--- src/rtl/fft_ctrl_pkg.sv ---
// Shared types and defaults for the 16-point FFT frame sequencer.
package fft_ctrl_pkg;

  typedef enum logic [1:0] {
    ST_FILL  = 2'd0,
    ST_START = 2'd1,
    ST_WAIT  = 2'd2,
    ST_DRAIN = 2'd3
  } state_e;

  localparam int N_POINTS_DEF = 16;
  localparam int CNT_W_DEF    = 4;
  localparam int TIMEOUT_DEF  = 255;
  localparam int FRAMES_W     = 8;

  // Counter width able to hold the value t.
  function automatic int wd_width(input int t);
    return (t < 2) ? 1 : $clog2(t + 1);
  endfunction

endpackage

--- src/rtl/fft_ctrl_watchdog.sv ---
// Cycle counter bounding how long the sequencer waits for the FFT core.
module fft_ctrl_watchdog
  import fft_ctrl_pkg::*;
#(
  parameter int TIMEOUT = TIMEOUT_DEF,
  parameter int WD_W    = wd_width(TIMEOUT)
) (
  input  logic clk,
  input  logic reset,
  input  logic clr,
  input  logic en,
  output logic expired
);

  logic [WD_W-1:0] cnt_q, cnt_d;

  // The count excludes the current cycle, so the TIMEOUT-th enabled cycle sees TIMEOUT-1.
  assign expired = en && (cnt_q == WD_W'(TIMEOUT - 1));

  always_comb begin
    cnt_d = cnt_q;
    if (clr) begin
      cnt_d = '0;
    end else if (en && !expired) begin
      cnt_d = cnt_q + WD_W'(1);
    end
  end

  always_ff @(posedge clk or negedge reset) begin
    if (!reset) begin
      cnt_q <= '0;
    end else begin
      cnt_q <= cnt_d;
    end
  end

endmodule

--- src/rtl/fft_frame_ctrl.sv ---
// Frame sequencer: fills the deserializer, launches the FFT core, waits with a
// watchdog, then steps the output bin selector under sink backpressure.
module fft_frame_ctrl
  import fft_ctrl_pkg::*;
#(
  parameter int N_POINTS = N_POINTS_DEF,
  parameter int CNT_W    = CNT_W_DEF,
  parameter int TIMEOUT  = TIMEOUT_DEF
) (
  input  logic                clk,
  input  logic                reset,
  input  logic                in_valid,
  output logic                in_ready,
  output logic                shift_en,
  output logic [CNT_W-1:0]    in_idx,
  output logic                core_start,
  input  logic                core_done,
  output logic                out_valid,
  input  logic                out_ready,
  output logic [CNT_W-1:0]    out_sel,
  output logic                out_last,
  output logic [FRAMES_W-1:0] frames_done,
  output logic                err,
  input  logic                clr_err
);

  localparam logic [CNT_W-1:0] LAST_IDX = CNT_W'(N_POINTS - 1);

  state_e              state_q, state_d;
  logic [CNT_W-1:0]    in_idx_q, in_idx_d;
  logic [CNT_W-1:0]    out_sel_q, out_sel_d;
  logic [FRAMES_W-1:0] frames_q, frames_d;
  logic                err_q, err_d;
  logic                err_set;
  logic                wd_clr, wd_en, wd_expired;

  assign in_ready    = (state_q == ST_FILL);
  assign core_start  = (state_q == ST_START);
  assign out_valid   = (state_q == ST_DRAIN);
  assign out_last    = out_valid && (out_sel_q == LAST_IDX);
  assign shift_en    = in_valid && in_ready;
  assign in_idx      = in_idx_q;
  assign out_sel     = out_sel_q;
  assign frames_done = frames_q;
  assign err         = err_q;

  // Watchdog only runs in WAIT and is held at zero everywhere else.
  assign wd_en  = (state_q == ST_WAIT);
  assign wd_clr = !wd_en;

  fft_ctrl_watchdog #(
    .TIMEOUT (TIMEOUT)
  ) u_watchdog (
    .clk     (clk),
    .reset   (reset),
    .clr     (wd_clr),
    .en      (wd_en),
    .expired (wd_expired)
  );

  always_comb begin
    state_d   = state_q;
    in_idx_d  = in_idx_q;
    out_sel_d = out_sel_q;
    frames_d  = frames_q;
    err_set   = 1'b0;

    case (state_q)
      ST_FILL: begin
        if (shift_en) begin
          if (in_idx_q == LAST_IDX) begin
            in_idx_d = '0;
            state_d  = ST_START;
          end else begin
            in_idx_d = in_idx_q + CNT_W'(1);
          end
        end
      end
      ST_START: begin
        state_d = ST_WAIT;
      end
      ST_WAIT: begin
        // Completion beats the watchdog when both land in the same cycle.
        if (core_done) begin
          state_d   = ST_DRAIN;
          out_sel_d = '0;
        end else if (wd_expired) begin
          err_set = 1'b1;
          state_d = ST_FILL;
        end
      end
      ST_DRAIN: begin
        if (out_ready) begin
          if (out_sel_q == LAST_IDX) begin
            out_sel_d = '0;
            frames_d  = frames_q + FRAMES_W'(1);
            state_d   = ST_FILL;
          end else begin
            out_sel_d = out_sel_q + CNT_W'(1);
          end
        end
      end
      default: begin
        state_d = ST_FILL;
      end
    endcase

    if (core_done && (state_q != ST_WAIT)) begin
      err_set = 1'b1;
    end

    if (err_set) begin
      err_d = 1'b1;
    end else if (clr_err) begin
      err_d = 1'b0;
    end else begin
      err_d = err_q;
    end
  end

  always_ff @(posedge clk or negedge reset) begin
    if (!reset) begin
      state_q   <= ST_FILL;
      in_idx_q  <= '0;
      out_sel_q <= '0;
      frames_q  <= '0;
      err_q     <= 1'b0;
    end else begin
      state_q   <= state_d;
      in_idx_q  <= in_idx_d;
      out_sel_q <= out_sel_d;
      frames_q  <= frames_d;
      err_q     <= err_d;
    end
  end

endmodule

--- config.mk ---
export PLATFORM = sky130hd
export DESIGN_NAME = fft_frame_ctrl
export DESIGN_NICKNAME = d
export VERILOG_FILES = /design/src/rtl/fft_ctrl_pkg.sv /design/src/rtl/fft_ctrl_watchdog.sv /design/src/rtl/fft_frame_ctrl.sv
export SDC_FILE = /design/constraint.sdc
export NUM_CORES = 1
export LEC_CHECK = 0
export ABC_CLOCK_PERIOD_IN_PS = 1850
export CORE_MARGIN = 5
export CORE_UTILIZATION = 30
export CTS_CLUSTER_DIAMETER = 120
export DETAILED_ROUTE_END_ITERATION = 8
export HOLD_SLACK_MARGIN = 0.08
export PLACE_DENSITY = 0.62
export SLEW_MARGIN = 20
export SYNTH_ARGS = -nofsm -noshare
export SYNTH_HDL_FRONTEND = slang
export SYNTH_SLANG_ARGS = --single-unit
--- constraint.sdc ---
create_clock -name clk -period 1.85 [get_ports clk]
set_input_delay 0.37 -clock clk [delete_from_list [all_inputs] [get_ports clk]]
set_output_delay 0.37 -clock clk [all_outputs]
set_load 0.01 [all_outputs]
==> flow_metrics.env <==
export IMPL_status="complete, no violations"
export IMPL_switchingPower_mw=0.484
export IMPL_post_dp_cell_area_um2=1860
export IMPL_grt_pass1_vias=1128
export IMPL_start_kind="input port"
export IMPL_portBuffers=27
export IMPL_cts_tree="built"
export IMPL_post_route_period_util_pct=94.3
export IMPL_clkSlewWorstSetupHoldPaths_ps=90
export IMPL_instances_no_fill=237
export IMPL_async_flop_share_pct=100
export IMPL_first_pass_iters=4
export IMPL_start_util_pct=30.7
export IMPL_synth_edff_count=0
export IMPL_hpwl_um=2280
export IMPL_hold_buffers=0
export IMPL_nNetsFinal=195
export IMPL_netlist_area_um2=1440
export IMPL_post_drt_wl_per_cell_um=12.5
export IMPL_num_antenna_cells=0
export IMPL_hold_viol=0
export IMPL_worstPathRequired_ps=1480
export IMPL_fmaxAchievable_ghz=0.573
export IMPL_synth_nets=153
export IMPL_powerDensity_nw_per_um2=826
export IMPL_seq_area_um2=676
export IMPL_numClockSinks=27
export IMPL_cts_root_buf="clkbuf_8"
export IMPL_whs_ps=463
export IMPL_setup_viol=0
export IMPL_p_leak_nw=0.854
export IMPL_cts_buffer_depth=2
export IMPL_drc=0
export IMPL_synthTopCellsByArea="dfrtp_1, ha_1, nand2_1"
export IMPL_place_ws_ps=-309
export IMPL_grt_first_pass_wirelength_um=5110
export IMPL_viasPerCell=4.95
export IMPL_overflow=0
export IMPL_crit_type="input port to primary output"
export IMPL_std_cell_rows=25
export IMPL_slew_headroom_pct=76.8
export IMPL_fin_skew_ps=6.21
export IMPL_synth_commonest_cells="dfrtp_1, nand2_1, o21ai_0"
export IMPL_yosysUniqueCellTypes=37
export IMPL_tightest_slew_ps=348
export IMPL_ys_ff_latch=27
export IMPL_multi_input_area_um2=711
export IMPL_cp_max_fo=2
export IMPL_netSwitchingFraction_pct=30.9
export IMPL_clockPowerShare_pct=21.0
export IMPL_drive_gt1_share_pct=14.2
export IMPL_irDropWorstVdd_v=0.000486
export IMPL_h_tree_depth=1
export IMPL_synthFlopType="dfrtp_1"
export IMPL_clk_insertion_delay_late_ps=270
export IMPL_finalSetupTns_ps=0
export IMPL_drt_wl_total_um=2970
export IMPL_place_inst=232
export IMPL_p_comb_share_pct=32.0
export IMPL_final_cell_area_um2=1900
export IMPL_drt_iter0_drc=79
export IMPL_ant_nets=0
export IMPL_fill_cells=472
export IMPL_critPathCaptureType="primary output"
export IMPL_place_congestion=0.776
export IMPL_vias=1172
export IMPL_yosysMostFrequentCell="dfrtp_1"
export IMPL_yosysSeqAreaShare_pct=47.0
export IMPL_dieArea_um2=6280
export IMPL_fin_ws_ps=106
export IMPL_period_needed_ps=1740
export IMPL_grt_total_usage_pct=9.95
export IMPL_grt_max_degree=28
export IMPL_die_x_um=79.3
export IMPL_area_growth_pct=31.7
export IMPL_seqPwrFrac_pct=47.0
export IMPL_drv_slew=0
export IMPL_boundaryPins=28
export IMPL_antenna_found_initial=0
export IMPL_synth_area_leader_cell="dfrtp_1"
export IMPL_synth_cells=142
export IMPL_maxCapViolCount=0
export IMPL_die_height_um=79.3
export IMPL_ys_warn_count=0
export IMPL_crit_arrival_ps=1370
export IMPL_rsz0062_at_grt="no"
export IMPL_min_delay_path_class="input port to asynchronous set/reset pin"
export IMPL_cts_buffers=3
export IMPL_p_int_mw=1.08
export IMPL_syn_avg_cell_area_um2=10.1
export IMPL_design_core_area_um2=4690
export IMPL_synth_top_area_share_pct=47.0
logic make-up (layout without fill, tap and decap cells):
kind of cell | Yosys count | after routing | share of synthesized area [%]
and+or+nand+nor | 58 | 58 | 25.3
AOI/OAI and AO/OA | 28 | 28 | 12.0
DFF | 27 | 27 | 47.0
buffers and inverters | 12 | 53 | 3.65
xor gates and xnor gates | 8 | 8 | 4.87
adders and majority gates | 5 | 5 | 4.35
muxes | 4 | 4 | 2.87
power groups by stage:
stage / combinational, mW / clock [mW] / sequential, mW
6_report: 0.501 / 0.329 / 0.736
5_1_grt: 0.564 / 0.380 / 0.750
4_1_cts: 0.510 / 0.354 / 0.736
3_5_place_dp: 0.512 / 0 / 0.746
3_3_place_gp: 0.507 / 0 / 0.749
2_1_floorplan: 0.192 / 0 / 0.787
stage by stage:
step                total power, mW  util [%]
floorplan                     0.979         -
global placement               1.26      39.6
detailed placement             1.26      39.6
CTS                            1.60      40.6
global route                   1.69      40.4
finish                         1.57      40.4
critical path, cell delays in order:
cell and delay (ps):
clkdlybuf4s50_1 450, or3b_4 380, inv_2 60, buf_2 120
state kept, by name, summed over array words and instances (netlist names):
name	count
err	1
u_watchdog.cnt_q	8
out_sel	4
frames_done	8
state_q	2
in_idx	4
timing repair:
| action | in CTS | in global routing |
|---|---|---|
| resized for setup | 7 | 3 |
| setup buffers | 1 | 0 |
| setup endpoints to repair | 5 | 2 |
path summary, 6_finish.rpt:
kind,start,endpoint,slack [ps],cells after the start
setup reg to reg,u_watchdog.cnt_q[0]$_DFFE_PN0P_,u_watchdog.cnt_q[7]$_DFFE_PN0P_,370,5
hold / removal,reset,in_idx[1]$_DFFE_PN0P_,460,2
setup / recovery,in_valid,shift_en,110,4
min in group clk,frames_done[7]$_DFFE_PN0P_,frames_done[7]$_DFFE_PN0P_,480,1
max in group asynchronous,reset,frames_done[1]$_DFFE_PN0P_,1110,2
hold reg to reg,frames_done[7]$_DFFE_PN0P_,frames_done[7]$_DFFE_PN0P_,480,1
cell type report:
class | count | share of cell area (%)
sequential | 27 | 35.6
timing repair buffer | 39 | 18.9
multi-input combinational | 103 | 37.5
inverter | 10 | 1.98
tap | 54 | 3.56
clock buffer | 4 | 2.38
cells in the final DEF (no fill, tap or decap), types with 3 or more instances in the layout:
cell / synthesis / routed
mux2i_1: 3 / 3
nand2b_1: 3 / 3
clkbuf_8: 0 / 3
nand2_1: 16 / 16
dlygate4sd2_1: 0 / 3
nand4_1: 6 / 6
dfrtp_1: 27 / 27
o21ai_0: 10 / 10
nor3_1: 6 / 6
inv_1: 9 / 9
nand3_1: 8 / 8
a211oi_1: 3 / 3
nor2_1: 5 / 5
clkdlybuf4s50_1: 0 / 22
xnor2_1: 3 / 3
xor2_1: 5 / 5
ha_1: 5 / 5
buf_4: 2 / 11
a21oi_1: 4 / 4
layer usage:
layer | part of all wire (%) | global-route usage (%) | routed length [um]
met1 | 48 | 13.4 | 1430
met2 | 46 | 15.9 | 1370
met3 | 4.6 | 2.72 | 135
met4 | 0.88 | 2.23 | 26
met5 | 0 | 0 | 0
(Power assumes the default switching activity.)
